File: src/rtl/anatop_emu.sv
// Digital stand-in for the comparator/cap-bank analog macro: integrates level minus
// switched cap-bank charge and returns a delayed comparator decision after a settle phase.
module anatop_emu #(
  parameter int unsigned WIDTH  = 4,
  parameter int unsigned DELAY  = 2,
  parameter int unsigned SETTLE = 8
) (
  input  logic             clk,
  input  logic             rst_n,
  input  logic [WIDTH-1:0] level,
  input  logic             enable,
  output logic             ctrl,
  output logic             ready,
  output logic             overflow
);

  localparam int unsigned AccW = WIDTH + 2;
  localparam int unsigned SumW = WIDTH + 3;
  localparam int unsigned CntW = (SETTLE > 1) ? $clog2(SETTLE) : 1;

  localparam logic [CntW-1:0] CntLast = CntW'(SETTLE - 1);

  localparam logic StSettle = 1'b0;
  localparam logic StRun    = 1'b1;

  localparam logic signed [SumW-1:0] AccMax    = SumW'((2 ** (WIDTH + 1)) - 1);
  localparam logic signed [SumW-1:0] AccMin    = SumW'(-(2 ** (WIDTH + 1)));
  localparam logic signed [SumW-1:0] FullScale = SumW'(2 ** WIDTH);

  logic                   state_q, state_d;
  logic [CntW-1:0]        cnt_q, cnt_d;
  logic signed [AccW-1:0] acc_q, acc_d;
  logic [DELAY-1:0]       dly_q, dly_d;
  logic                   ovf_q, ovf_d;

  logic signed [SumW-1:0] acc_ext;
  logic signed [SumW-1:0] lvl_ext;
  logic signed [SumW-1:0] sub;
  logic signed [SumW-1:0] sum;
  logic                   decision;

  // One guard bit beyond the accumulator range keeps the sum exact before saturation.
  always_comb begin
    acc_ext  = {acc_q[AccW-1], acc_q};
    lvl_ext  = {3'b000, level};
    sub      = '0;
    if (enable) begin
      sub = FullScale;
    end
    sum      = acc_ext + lvl_ext - sub;
    decision = ~acc_q[AccW-1];
  end

  always_comb begin
    state_d = state_q;
    cnt_d   = cnt_q;
    acc_d   = acc_q;
    dly_d   = dly_q;
    ovf_d   = ovf_q;
    case (state_q)
      StSettle: begin
        acc_d = '0;
        dly_d = '0;
        if (cnt_q == CntLast) begin
          state_d = StRun;
        end else begin
          cnt_d = cnt_q + 1'b1;
        end
      end
      StRun: begin
        // Landing exactly on a rail is not an overflow; only exceeding it is.
        if (sum > AccMax) begin
          acc_d = AccMax[AccW-1:0];
          ovf_d = 1'b1;
        end else if (sum < AccMin) begin
          acc_d = AccMin[AccW-1:0];
          ovf_d = 1'b1;
        end else begin
          acc_d = sum[AccW-1:0];
        end
        dly_d[0] = decision;
        for (int i = 1; i < DELAY; i++) begin
          dly_d[i] = dly_q[i-1];
        end
      end
      default: state_d = StSettle;
    endcase
  end

  always_ff @(posedge clk) begin
    if (!rst_n) begin
      state_q <= StSettle;
      cnt_q   <= '0;
      acc_q   <= '0;
      dly_q   <= '0;
      ovf_q   <= 1'b0;
    end else begin
      state_q <= state_d;
      cnt_q   <= cnt_d;
      acc_q   <= acc_d;
      dly_q   <= dly_d;
      ovf_q   <= ovf_d;
    end
  end

  // All outputs come straight from flops, so enable may be looped back from ctrl.
  assign ctrl     = dly_q[DELAY-1];
  assign ready    = (state_q == StRun);
  assign overflow = ovf_q;

endmodule

File: config.mk
export PLATFORM = sky130hd
export DESIGN_NAME = anatop_emu
export DESIGN_NICKNAME = d
export VERILOG_FILES = /design/src/rtl/anatop_emu.sv
export SDC_FILE = /design/constraint.sdc
export NUM_CORES = 1
export LEC_CHECK = 0
export ABC_CLOCK_PERIOD_IN_PS = 2000
export CELL_PAD_IN_SITES_DETAIL_PLACEMENT = 0
export CELL_PAD_IN_SITES_GLOBAL_PLACEMENT = 1
export CORE_UTILIZATION = 35
export DETAILED_ROUTE_END_ITERATION = 16
export PLACE_DENSITY = 0.69
export SLEW_MARGIN = 10
export SYNTH_ARGS = -nofsm -noshare
export SYNTH_HDL_FRONTEND = slang
export SYNTH_SLANG_ARGS = --single-unit
File: constraint.sdc
create_clock -name clk -period 2 [get_ports clk]
set_input_delay 0.3 -clock clk [delete_from_list [all_inputs] [get_ports clk]]
set_output_delay 0.3 -clock clk [all_outputs]
set_load 0.02 [all_outputs]
==> flow_summary.yaml <==
floorplanning:
  dieArea_um2: 2833
  fp.dieH_um: 53.23
  ios: 10
  num_rows: 18
  core_area_um2: 2477
  die_w_um: 53.23
  start_util_pct: 37.07
sta:
  finalCriticalPeriod_ns: 2.022
  hold_violations: 0
  finClkSkew_ns: 0.008009
  rsz0062_at_grt: "yes"
  setup_slack_ns: -0.02188
  tightestPinTransition_ns: 0.3101
  period_share_pct: 101.1
  fmax_mhz: 494.6
  drv_slew: 0
  slew_headroom_pct: 79.28
  setup_viol: 1
finish:
  layout.cells.non_filler: 172
  layout.nets: 162
  design_area_um2: 1349
  synthToLayoutAreaGrowth_pct: 46.87
  post_route_cells_drive_above_1_share_pct: 35.21
  diodes: 0
pwr:
  leakagePower_uw: 0.0005657
  power_uw: 676.1
  powerDensity_nw_per_um2: 501.2
  ir_drop_uv: 401.8
clock_network:
  cts_sinks: 13
  cts_hold_buf: 0
  clock_latency_ns: 0.28
  htree_levels: 1
  path_clk_slew_ns: 0.09
  cts_made_buffers: 3
  clk_path_buf_depth: 2
  cts-root-buf: "clkbuf_4"
  cts_tree: "built"
grt:
  grt_use_met3_pct: 5.172
  grt_use_met1_pct: 21.17
  grt_first_pass_wirelength_um: 3650
  grt-ovfl-total: 0
  busiest_layer: "met2"
  antenna_found_initial: 0
  grt_usage_pct: 17.69
  grtUsageMet2_pct: 31.87
  grt_max_degree: 11
  grt_pass1_vias: 891
detailed_routing:
  dr.pass1.iters: 4
  remaining_drc_errors: 0
  ant_nets: 0
  routed_wl_um: 2055
  wl_per_cell_um: 11.95
  first_iter_violations: 25
  vias: 876
  vias_per_cell: 5.093
worst_setup_path:
  r2r-start: "acc_q[2]$_SDFF_PN0_"
  crit_path_end: "acc_q[3]$_SDFF_PN0_"
  startpoint: "acc_q[2]$_SDFF_PN0_"
  crit_slowest_cell: "dfxtp_2"
  crit_family: "adder cells"
  cp_max_fo: 4
  crit_chain: "inv_2 > ha_4 > inv_2 > ha_4 > o211ai_4 > o21a_1 > maj3_2 > a2111oi_4"
  crit_path_start_kind: "register"
  r2r_slack_ns: -0.02
  worstPathArrival_ns: 2.21
  path_depth: 8
  crit_required_ns: 2.18
  rr_worst_depth: 8
  cp_slowest_stage_delay_ns: 0.34
  reg2reg_to: "acc_q[3]$_SDFF_PN0_"
  end_kind: "register"
  crit_type: "reg -> reg"
  cp_num_buf_inv: 2
logic_synthesis:
  synth_top_area_cell: "dfxtp_1"
  syn_inst: 114
  ys_seq_area_share_pct: 28.34
  yosysWarningCount: 0
  syn-num-nets: 133
  synthTopCellsByArea: "dfxtp_1, ha_1, inv_1"
  synth-seq-cells: 13
  synth_top_area_share_pct: 28.34
  avgSynthCellArea_um2: 8.056
  yosysUniqueCellTypes: 32
  synth_area_um2: 918.4
placement:
  routabilityCongestion: 0.7808
  place.port_buffers: 9
  dpl_cell_area_um2: 1201
  dpl.cell_count: 167
  dp_hpwl_um: 1574
outcome:
  failed_checks: "setup timing"
  outcome: "finished with violations"
hold_path:
  min_path_type: "reg -> reg"
flow_run:
  cap_violations: 0
==> synth_stat cells (all sizes together) <==
cell type  count
a22oi          1
o21bai         1
nor3b          2
a211o          1
o21a           1
a2111oi        1
nor4           1
or2            1
o21ai          6
and3           1
nand2          6
and2           2
buf            1
nor2          11
a2bb2oi        1
nor2b          1
a21boi         2
or3            2
clkbuf         1
maj3           2
or4b           1
o211ai         1
inv           16
xor2           3
dfxtp         13
nor3           4
xnor2          3
a21oi         10
nand2b         3
a211oi         3
ha            12
==> routing by layer <==
metal  vias up  share of wire (%)  wire (um)
li1        449                  -          -
met1       416                 47        966
met2        11                 50       1029
met3         0                2.9         60
met4         0                  0          0
met5         -                  0          0
==> layout make-up <==
| class | instances | area [um^2] |
|---|---|---|
| inverters | 16 | 60.06 |
| well taps | 30 | 37.54 |
| clock buffers | 4 | 26.28 |
| repair buffers | 26 | 212.7 |
| fillers | 240 | 1129 |
| flip-flops and latches | 13 | 261.5 |
| multi-input cells | 83 | 750.7 |
==> flip-flops by register name, indices dropped and copies added (netlist names) <==
signal    cells
dly_q         2
overflow      1
ready         1
cnt_q         3
acc_q         6
==> stage by stage <==
step                util (%)  hold WS, ns  setup WS, ns  setup TNS [ns]
floorplan                  -       0.3925       0.01050               0
global placement       48.48       0.4041       -0.6400          -3.195
detailed placement     48.48       0.4329       -0.6306          -3.319
CTS                    54.19       0.4418      -0.04748        -0.04748
global route           54.44       0.4578      -0.09348         -0.2545
finish                 54.44       0.4320      -0.02188        -0.02188
==> cells in the final DEF (no fill, tap or decap), drive strengths merged, types with 4 or more instances in the layout <==
master         count
o21ai              6
nor2              11
clkdlybuf4s50      5
clkbuf             4
buf               17
ha                12
dlygate4sd2        4
dfxtp             13
a21oi             10
nand2              6
inv               16
nor3               4
==> logic make-up after synthesis <==
| family | synth area share (%) |
|---|---|
| simple gates | 19.35 |
| compound gates | 20.16 |
| buf+inv | 7.766 |
| fa+ha+maj | 18.66 |
| flops | 28.34 |
| xor+xnor | 5.723 |
==> report_power, final <==
part | leakage (uW) | switching, uW | total, uW | internal, uW
Clock | 0.0000150 | 92.8 | 170 | 77.4
Sequential | 0.000106 | 4.11 | 270 | 266
Combinational | 0.000445 | 114 | 236 | 122
==> worst min-delay path by stage <==
| stage | start | to | slack [ns] | depth (start not counted) |
|---|---|---|---|---|
| after CTS | acc_q[5]$_SDFF_PN0_ | dly_q[0]$_SDFF_PN0_ | 0.44 | 1 |
| after detailed placement | acc_q[5]$_SDFF_PN0_ | dly_q[0]$_SDFF_PN0_ | 0.43 | 1 |
| final | acc_q[5]$_SDFF_PN0_ | dly_q[0]$_SDFF_PN0_ | 0.43 | 1 |
| after global placement | acc_q[5]$_SDFF_PN0_ | dly_q[0]$_SDFF_PN0_ | 0.40 | 1 |
| after global routing | acc_q[5]$_SDFF_PN0_ | dly_q[0]$_SDFF_PN0_ | 0.46 | 1 |
| after floorplan | acc_q[5]$_SDFF_PN0_ | dly_q[0]$_SDFF_PN0_ | 0.39 | 1 |
==> repair_timing <==
item,4_1_cts,5_1_grt
buffers inserted,1,0
pin swaps,14,2
resized for setup,27,2
endpoints found under the setup margin,6,6
Power figures use the tool's default switching activity.
